--- src/rtl/tdp_ram_be.sv ---
// tdp_ram_be: true dual-port synchronous RAM with per-byte write enables,
// selectable read-during-write behaviour, deterministic same-address write
// collision resolution and a hardware clear sequencer that runs after reset.
module tdp_ram_be #(
    parameter int DATA_WIDTH    = 8,
    parameter int ADDR_WIDTH    = 4,
    parameter int BYTE_WIDTH    = 8,
    parameter int RD_LATENCY    = 1,
    parameter int RDW_MODE      = 0,
    parameter int WINNER_B      = 1,
    parameter int INIT_ON_RESET = 1
) (
    input  logic                             clk,
    input  logic                             rst_n,
    output logic                             init_busy,
    input  logic                             enA,
    input  logic                             wrA,
    input  logic [DATA_WIDTH/BYTE_WIDTH-1:0] beA,
    input  logic [ADDR_WIDTH-1:0]            addrA,
    input  logic [DATA_WIDTH-1:0]            dataA_in,
    output logic [DATA_WIDTH-1:0]            dataA_out,
    output logic                             validA,
    input  logic                             enB,
    input  logic                             wrB,
    input  logic [DATA_WIDTH/BYTE_WIDTH-1:0] beB,
    input  logic [ADDR_WIDTH-1:0]            addrB,
    input  logic [DATA_WIDTH-1:0]            dataB_in,
    output logic [DATA_WIDTH-1:0]            dataB_out,
    output logic                             validB,
    output logic                             collision
);

    localparam int NB    = DATA_WIDTH / BYTE_WIDTH;
    localparam int DEPTH = 2 ** ADDR_WIDTH;

    localparam logic [0:0] ST_CLEAR = 1'b0;
    localparam logic [0:0] ST_RUN   = 1'b1;

    if (DATA_WIDTH % BYTE_WIDTH != 0) begin : g_bad_width
        $error("tdp_ram_be: DATA_WIDTH must be a multiple of BYTE_WIDTH");
    end
    if (RD_LATENCY != 1 && RD_LATENCY != 2) begin : g_bad_latency
        $error("tdp_ram_be: RD_LATENCY must be 1 or 2");
    end

    logic [DATA_WIDTH-1:0] mem [DEPTH];

    logic [0:0]            state;
    logic [ADDR_WIDTH-1:0] clr_cnt;
    logic                  run;
    logic                  acc_a, acc_b;
    logic                  wr_en_a, wr_en_b;
    logic                  same_addr;
    logic [NB-1:0]         lane_a, lane_b;
    logic [DATA_WIDTH-1:0] old_a, old_b, new_a, new_b;

    logic [DATA_WIDTH-1:0] rd1_a, rd1_b;
    logic                  v1_a, v1_b, col1;

    assign run       = (state == ST_RUN);
    assign init_busy = (state == ST_CLEAR);
    assign acc_a     = run & enA;
    assign acc_b     = run & enB;
    assign wr_en_a   = acc_a & wrA;
    assign wr_en_b   = acc_b & wrB;
    assign same_addr = (addrA == addrB);
    assign lane_a    = {NB{wr_en_a}} & beA;
    assign lane_b    = {NB{wr_en_b}} & beB;

    // Control FSM: zero-fill sweep after reset, then terminal RUN state.
    always_ff @(posedge clk or negedge rst_n) begin
        if (!rst_n) begin
            state   <= (INIT_ON_RESET != 0) ? ST_CLEAR : ST_RUN;
            clr_cnt <= '0;
        end else if (state == ST_CLEAR) begin
            if (clr_cnt == ADDR_WIDTH'(DEPTH - 1))
                state <= ST_RUN;
            else
                clr_cnt <= clr_cnt + ADDR_WIDTH'(1);
        end
    end

    // Merge both ports' lanes into the words they address. When both ports
    // hit the same word, both merged words carry the fully resolved value, so
    // the two array writes below agree and their order does not matter.
    always_comb begin
        old_a = mem[addrA];
        old_b = mem[addrB];
        new_a = old_a;
        new_b = old_b;
        for (int unsigned i = 0; i < NB; i++) begin
            if (same_addr && lane_b[i] && (!lane_a[i] || WINNER_B != 0))
                new_a[i*BYTE_WIDTH +: BYTE_WIDTH] = dataB_in[i*BYTE_WIDTH +: BYTE_WIDTH];
            else if (lane_a[i])
                new_a[i*BYTE_WIDTH +: BYTE_WIDTH] = dataA_in[i*BYTE_WIDTH +: BYTE_WIDTH];

            if (same_addr && lane_a[i] && (!lane_b[i] || WINNER_B == 0))
                new_b[i*BYTE_WIDTH +: BYTE_WIDTH] = dataA_in[i*BYTE_WIDTH +: BYTE_WIDTH];
            else if (lane_b[i])
                new_b[i*BYTE_WIDTH +: BYTE_WIDTH] = dataB_in[i*BYTE_WIDTH +: BYTE_WIDTH];
        end
    end

    // Array update: clear sweep has exclusive access, otherwise port writes.
    always_ff @(posedge clk) begin
        if (state == ST_CLEAR) begin
            mem[clr_cnt] <= '0;
        end else begin
            if (wr_en_a) mem[addrA] <= new_a;
            if (wr_en_b) mem[addrB] <= new_b;
        end
    end

    // First read stage: capture read data, valid pulses and collision flag.
    always_ff @(posedge clk or negedge rst_n) begin
        if (!rst_n) begin
            rd1_a <= '0;
            rd1_b <= '0;
            v1_a  <= 1'b0;
            v1_b  <= 1'b0;
            col1  <= 1'b0;
        end else begin
            v1_a <= acc_a;
            v1_b <= acc_b;
            col1 <= acc_a & acc_b & same_addr & (wrA | wrB);
            if (acc_a)
                rd1_a <= (wrA && RDW_MODE != 0) ? new_a : old_a;
            if (acc_b)
                rd1_b <= (wrB && RDW_MODE != 0) ? new_b : old_b;
        end
    end

    if (RD_LATENCY == 2) begin : g_lat2
        logic [DATA_WIDTH-1:0] rd2_a, rd2_b;
        logic                  v2_a, v2_b, col2;

        // Optional output register stage; data only advances with a valid.
        always_ff @(posedge clk or negedge rst_n) begin
            if (!rst_n) begin
                rd2_a <= '0;
                rd2_b <= '0;
                v2_a  <= 1'b0;
                v2_b  <= 1'b0;
                col2  <= 1'b0;
            end else begin
                v2_a <= v1_a;
                v2_b <= v1_b;
                col2 <= col1;
                if (v1_a) rd2_a <= rd1_a;
                if (v1_b) rd2_b <= rd1_b;
            end
        end

        assign dataA_out = rd2_a;
        assign dataB_out = rd2_b;
        assign validA    = v2_a;
        assign validB    = v2_b;
        assign collision = col2;
    end else begin : g_lat1
        assign dataA_out = rd1_a;
        assign dataB_out = rd1_b;
        assign validA    = v1_a;
        assign validB    = v1_b;
        assign collision = col1;
    end

endmodule

--- config.mk ---
export PLATFORM = sky130hd
export DESIGN_NAME = tdp_ram_be
export DESIGN_NICKNAME = d
export VERILOG_FILES = /design/src/rtl/tdp_ram_be.sv
export SDC_FILE = /design/constraint.sdc
export NUM_CORES = 1
export LEC_CHECK = 0
export ABC_AREA = 0
export ABC_CLOCK_PERIOD_IN_PS = 2480
export BUFFER_PORTS_ARGS = -buffer_cell sky130_fd_sc_hd__buf_4
export CAP_MARGIN = 20
export CORE_MARGIN = 1
export CORE_UTILIZATION = 50
export CTS_CLUSTER_DIAMETER = 60
export DETAILED_ROUTE_END_ITERATION = 12
export MAX_ROUTING_LAYER = met4
export PLACE_DENSITY = 0.73
export SETUP_SLACK_MARGIN = 0.05
export SLEW_MARGIN = 20
export SYNTH_ARGS = -nofsm -noshare
export SYNTH_HDL_FRONTEND = slang
export SYNTH_SLANG_ARGS = --single-unit
--- constraint.sdc ---
create_clock -name clk -period 2.48 [get_ports clk]
set_input_delay 0.496 -clock clk [delete_from_list [all_inputs] [get_ports clk]]
set_output_delay 0.496 -clock clk [all_outputs]
set_load 0.01 [all_outputs]
Word level (Yosys, flattened, before mapping)
Memories as Yosys holds them, arrays and structs flattened.
Index checks and enable logic that the tools add are counted.
Cells by class
  mux-type cells: 16
  $add $sub $neg: 1
  reductions and logical operators: 6
  bitwise logic cells: 12
  eq/ne operators: 2
Operators by type and width (count)
  8-bit two-way mux: 5
  1-bit two-way mux: 10
  1-bit bitwise AND: 9
  8-bit OR reduction: 1
  4-bit by 1-bit adder with 4-bit output (second input constant): 1
  4-bit == test: 1
  4-bit == test (second input constant): 1
  4-bit two-way mux: 1
  1-bit logical AND: 3
  1-bit NOT: 2
  2-bit AND reduction: 1
  1-bit logical NOT: 1
  1-bit bitwise OR: 1
Storage, ports and cells
  output and inout port bits: 20
  bits in registers: 24
  memories kept: 1
  RAM bits: 128
Memory list
  mem: words 16, width 8, rd ports 2, clocked after memory_dff 0, wr ports 2, line 46  | logic [DATA_WIDTH-1:0] mem [DEPTH];

Depth between registers and ports, before layout
Gate-level depths: netlist (run 1).
  depth in word-level cells: 7
  depth in mapped cells: 11
  depth with buffers taken out: 7

Worst setup path after synthesis (run 1)
Ideal clock, no wire load.
  kind: input -> register
  from: input addrA[3]
  to: memory mem[13][0] (enable)
  buffers on the path: 3
  data required time: 2096 ps
  arrival time: 2117 ps
  slack: -21 ps
  cell stages on the path: 6
  cell sequence: buf_4 -> buf_4 -> buf_1 -> and3_1 -> a31oi_1 -> o21ai_0
RTL lines
  from (decl): line 19  | input logic [ADDR_WIDTH-1:0] addrA,
  to (decl): line 46

==> results of run 1 <==
-- Yosys cell counts (4+ instances only) --
cell,number,area share [%]
nand2_2,4,0.26
nor2_1,7,0.27
a31oi_1,6,0.39
nand3_2,6,0.62
dfrtp_1,24,6.2
buf_1,8,0.31
a211oi_4,7,1.5
nand3_1,12,0.62
nor2b_1,5,0.33
mux2i_1,196,20
nand2_1,81,3.2
o22ai_1,7,0.46
buf_6,15,1.8
a22oi_1,15,1.2
clkbuf_1,10,0.39
buf_4,5,0.39
o311ai_1,7,0.64
and3_1,4,0.26
o211ai_1,6,0.47
inv_1,7,0.27
o21ai_0,26,1.4
a221oi_1,6,0.55
nor3b_1,9,0.70
nor3_1,7,0.36
edfxtp_1,128,40
o21ai_1,8,0.42
mux4_2,36,8.4
xnor2_1,5,0.46
buf_2,23,1.2
mux2_2,16,1.9
a2bb2oi_2,5,0.78
-- cells by family after synthesis --
logic type / after synthesis / synth area share (%)
and+or+nand+nor: 149 / 8.04
AOI/OAI and AO/OA: 108 / 9.38
muxes: 248 / 30.7
adders and majority gates: 1 / 0.130
xor gates and xnor gates: 7 / 0.911
buffers and inverters: 71 / 4.61
DFF: 152 / 46.2
-- power breakdown --
group / switching (mW) / total [mW] / internal [mW]
clock network: 1.19 / 2.62 / 1.42
logic: 0.637 / 1.20 / 0.567
registers: 0.0361 / 2.88 / 2.84
total: 1.86 / 6.70 / 4.83
-- state kept, by name, indices dropped and copies added (netlist names) --
signal / flops
mem: 128
clr_cnt: 4
validA: 1
run: 1
collision: 1
dataB_out: 8
dataA_out: 8
validB: 1
-- worst max-delay path, stage by stage (launching register included) --
cell and delay, ps:
edfxtp_1 410, mux4_2 480, a2bb2oi_1 160, nand3_1 130, o21ai_0 220, a211oi_4 340
buf_12 180, mux2i_1 80
-- stage by stage --
step | std cells | util (%)
finish | 1116 | 62.3
detailed placement | 1082 | 59.0
CTS | 1116 | 62.3
floorplan | 736 | -
global placement | 1082 | 59.0
global route | 1116 | 62.3
-- metal layers --
layer / vias up / global-route usage [%]
li1: 3131 / -
met4: 0 / 10.3
met1: 3650 / 40.7
met5: - / -
met3: 54 / 5.30
met2: 384 / 51.8
-- worst max-delay path by stage --
stage                    start         end  slack [ps]  cells after the start
detailed placement    addrB[1]   mem[6][7]        -330                      7
global placement      addrB[1]   mem[0][7]        -180                      7
floorplan             addrA[3]  mem[13][0]         -20                      6
CTS                 mem[12][7]   mem[6][7]         250                      7
finish              mem[12][7]   mem[6][7]         200                      7
global route        mem[12][7]   mem[6][7]         100                      7
-- cell type report --
type	count	area (um2)	area share (%)
multi-input combinational	513	4730	40.5
sequential	152	4440	38.0
timing repair buffer	176	1600	13.7
clock buffer	17	425	3.64
tap	234	293	2.51
clock inverter	15	161	1.38
inverter	9	33.8	0.289
-- timing repair --
| item | in CTS | in global routing |
|---|---|---|
| setup buffers | 1 | 0 |
| setup endpoints to repair | 16 | 0 |
| hold buffers | 1 | 0 |
| endpoints found under the hold margin | 24 | 0 |
==> reports/qor.txt, run 1 <==
Outcome = complete, no violations
First-pass GRT wire length = 44600 um
Clk Tree Root Cell = clkbuf_16
Pins Over Slew Limit = 0
Die height = 141 um
# rows = 50
Vias = 7219
DR pass1 iterations = 6
Worst slew pin tran = 603 ps
Fmax = 440 MHz
Vias in the first global route = 7378
Worst hold slack = 352 ps
Period Utilization, post-route = 91.7%
Met3 WL = 2370 um
Commonest non-fill, non-tap cell in the layout = mux2i_1
Reg2reg setup slack = 200 ps
Die Wd = 141 um
Final wirelength = 29200 um
Congestion Overflow GR = 0
Worst skew pair latency = 440 ps
Gr usage total = 31.8%
Min Tclk post-route = 2280 ps
Max VDD drop = 0.000427 V
Crit end category = flop
Fin Clk Skew = 17.3 ps
Post-DR wirelength/cell = 26.2 um
Main synth FF type = edfxtp_1
Critical path type = reg2reg
Diode count = 0
Max-slew headroom = 59.7%
Final ANT Viol Nets = 0
Post-CTS sizing = 0
H-tree Lvls = 4
Vias per cell = 6.47
Post-synth EDFFs = 128
Syn Inst Count = 736
Fin nets = 902
Fill cells = 1449
Number of synthesized register bits = 152
Synth Cell Area = 0.00962 mm2
Average size of a mapped cell = 13.1 um2
Hold path depth = 3
Count of final hold-check violations = 0
Synthesized net count = 769
Pwr per Cell Area = 573 mW/mm2
Clock sink total = 152
Seq/Total Area, Yosys = 46.2%
Tot Pwr = 6.70 mW
Met2 WL = 14300 um
Worst Path Required = 2660 ps
YS warnings = 0
CTS clk-pin slew, worst paths = 70 ps
Critical-path maximum fanout = 16
Initial antenna violation count = 0
Initial DRC Count = 686
CTS tree = done
Commonest cells after routing, fill and taps aside = mux2i_1, buf_4, edfxtp_1
Worst R2R Start = mem[12][7]
GPL Wtd Cong = 0.958
Worst r2r dst = mem[6][7]
WP data arrival = 2450 ps
RSZ-0062 raised after global routing = no
Pleak = 5.41 nW
Clock buffer count from CTS = 17
Placed inst area = 0.0111 mm2
Design Area, Final = 0.0117 mm2
Setup crit start kind = flop
Pre-CTS setup slack = -331 ps
Dpl hpwl = 22500 um
Async SR Flop Fraction = 15.8%
Yosys cell types = 56
Share of cells above drive strength 1 = 33.7%
Worst Hold Class = in2reg
I/O pin cnt = 52
Setup ws final = 205 ps
DRC violations left = 0
IO Port Bufs = 51
Uppermost routed layer = met4
Die ar. = 0.0198 mm2
Total Neg Setup Slack = 0 ps
Hold worst-path end = collision
Area grow syn2layout = 21.5%
Initial Util = 51.2%
Max-Cap Viols = 0
Final setup fails = 0
Worst hold start = enA
Clock Tree Buf Depth = 2
Core Box Area = 0.0188 mm2
Detailed-routing wirelength on met1 = 12000 um
Pin count of the biggest net entering global routing = 33
Reg2reg path depth = 7
No activity file was read; power rests on OpenSTA's default activity.
==> run 2: changes to the inputs <==
CORE_ASPECT_RATIO = 1.25   (was default)
==> run 2 against run 1 <==
Against the previous run:
- sequential power about the same
- clock-buffer cell count unchanged
- register-to-register slack gained 60 ps
==> reports/qor.txt, run 2 (synthesis gave the netlist of run 1 again) <==
Core Box Area = 0.0188 mm2 (about the same)
Congestion Overflow GR = 0 (unchanged)
Period Utilization, post-route = 93.3% (+1.6 points)
Worst slew pin tran = 628 ps (+25.0 ps)
Vias = 7243 (+0.33%)
Tot Pwr = 6.70 mW (about the same)
Pwr per Cell Area = 572 mW/mm2 (-0.25%)
Dpl hpwl = 22800 um (+1.3%)
Worst Path Required = 2660 ps (about the same)
Clock Tree Buf Depth = 2 (unchanged)
Max-slew headroom = 58.0% (-1.7 points)
CTS clk-pin slew, worst paths = 70 ps (about the same)
Area grow syn2layout = 21.8%
Reg2reg path depth = 7 (unchanged)
WP data arrival = 2490 ps (+40 ps)
H-tree Lvls = 4 (unchanged)
Initial antenna violation count = 0 (unchanged)
Clock buffer count from CTS = 17 (unchanged)
Clock sink total = 152 (unchanged)
Final setup fails = 0 (unchanged)
Crit. Startpoint = addrA[2]
Fin nets = 904 (+0.22%)
Post-CTS sizing = 0 (unchanged)
Critical-path maximum fanout = 16 (unchanged)
Worst skew pair latency = 430 ps (about the same)
GPL Wtd Cong = 1.11 (+16%)
Die Wd = 126 um (-10%)
Max reg flops = 128 (unchanged)
First-pass GRT wire length = 44800 um (+0.40%)
DRC violations left = 0 (unchanged)
Setup crit start kind = primary input
Final wirelength = 29300 um (about the same)
Share of cells above drive strength 1 = 33.9% (+0.26 points)
Fin Clk Skew = 11.5 ps (-5.86 ps)
Post-DR wirelength/cell = 26.2 um (about the same)
Total Neg Setup Slack = 0 ps (unchanged)
DR pass1 iterations = 6 (unchanged)
Crit end category = flop
Hold path depth = 3 (unchanged)
# rows = 56 (+12%)
Vias in the first global route = 7468 (+1.2%)
Initial DRC Count = 786 (+15%)
Pleak = 5.43 nW (+0.34%)
RSZ-0062 raised after global routing = no
Switching Fraction = 28.7% (+0.88 points)
Placed inst area = 0.0111 mm2 (+0.23%)
Diode count = 0 (unchanged)
Max-Cap Viols = 0 (unchanged)
Outcome = complete, no violations
CTS tree = done
Final ANT Viol Nets = 0 (unchanged)
Worst R2R Start = run
Comb power frac = 18.0% (about the same)
Worst hold slack = 337 ps (-15.0 ps)
Clock power frac = 39.1% (about the same)
Pins Over Slew Limit = 0 (unchanged)
Die height = 157 um (+12%)
Die ar. = 0.0198 mm2 (about the same)
Max VDD drop = 0.000493 V (+15%)
Commonest cells after routing, fill and taps aside = mux2i_1, buf_4, edfxtp_1
Count of final hold-check violations = 0 (unchanged)
Fmax = 432 MHz (-1.7%)
Initial Util = 51.2% (about the same)
Largest Register = mem
Worst hold start = enA
Gr usage total = 31.8% (-0.046 points)
Flop pwr share = 43.0% (about the same)
Pin count of the biggest net entering global routing = 31 (-6.1%)
Commonest non-fill, non-tap cell in the layout = mux2i_1
IO Port Bufs = 51 (unchanged)
Internal = 4.78 mW (-1.2%)
Clk Tree Root Cell = clkbuf_16
Worst Hold Class = in2reg
Switching power = 1.92 mW (+3.2%)
I/O pin cnt = 52 (unchanged)
Critical path type = in2reg
Fill cells = 1468 (+1.3%)
Min Tclk post-route = 2310 ps (+39.3 ps)
Design Area, Final = 0.0117 mm2 (+0.27%)
Vias per cell = 6.49 (+0.33%)
-- run 2: timing repair --
item | in CTS | in global routing
endpoints found under the setup margin | 15 | 0
hold buffers | 1 | 0
buffers inserted | 1 | 0
endpoints found under the hold margin | 24 | 0
-- run 2: final timing paths --
path / end / slack (ps)
max: mem[12][1] / 170
min: collision / 340
max reg2reg: mem[6][0] / 260
min reg2reg: dataB_out[0] / 490
max in group asynchronous: dataA_out[3] / 1750
min in group asynchronous: clr_cnt[2] / 490
-- run 2: layout make-up --
type / count / area [um2] / area share [%]
multi-input combinational: 513 / 4730 / 40.4
clock buffer: 17 / 425 / 3.63
sequential: 152 / 4440 / 37.9
tap: 232 / 290 / 2.48
inverter: 9 / 33.8 / 0.288
timing repair buffer: 178 / 1630 / 13.9
clock inverter: 15 / 168 / 1.43
-- run 2: critical path, cell delays in order --
cell and delay, ps:
buf_4 100, buf_4 190, buf_12 170, nor2b_1 530, a22oi_1 210, nand2_1 180, o311ai_1 120, o211ai_1 180
buf_12 200, mux2i_1 90
-- run 2: layer usage --
layer	GRT usage [%]	vias up	wire length, um
met3	5.57	85	2130
met1	37.6	3587	11300
met4	14.5	0	1080
li1	-	3130	-
met5	-	-	0
met2	53.1	441	14700
-- run 2: power groups by stage --
stage               Combinational [mW]  Clock, mW  Sequential (mW)
detailed placement                1.17          0             2.94
finish                            1.20       2.62             2.88
global placement                  1.14          0             2.93
global route                      1.27       2.73             2.88
CTS                               1.19       2.64             2.88
floorplan                        0.679          0             2.94
-- run 2: through the flow --
| step | cells | util (%) | setup slack [ps] |
|---|---|---|---|
| after global placement | 1082 | 59.1 | -302 |
| after detailed placement | 1082 | 59.1 | -387 |
| after CTS | 1116 | 62.4 | 207 |
| final | 1116 | 62.4 | 166 |
| after global routing | 1116 | 62.4 | 131 |
| after floorplan | 736 | - | -21.4 |
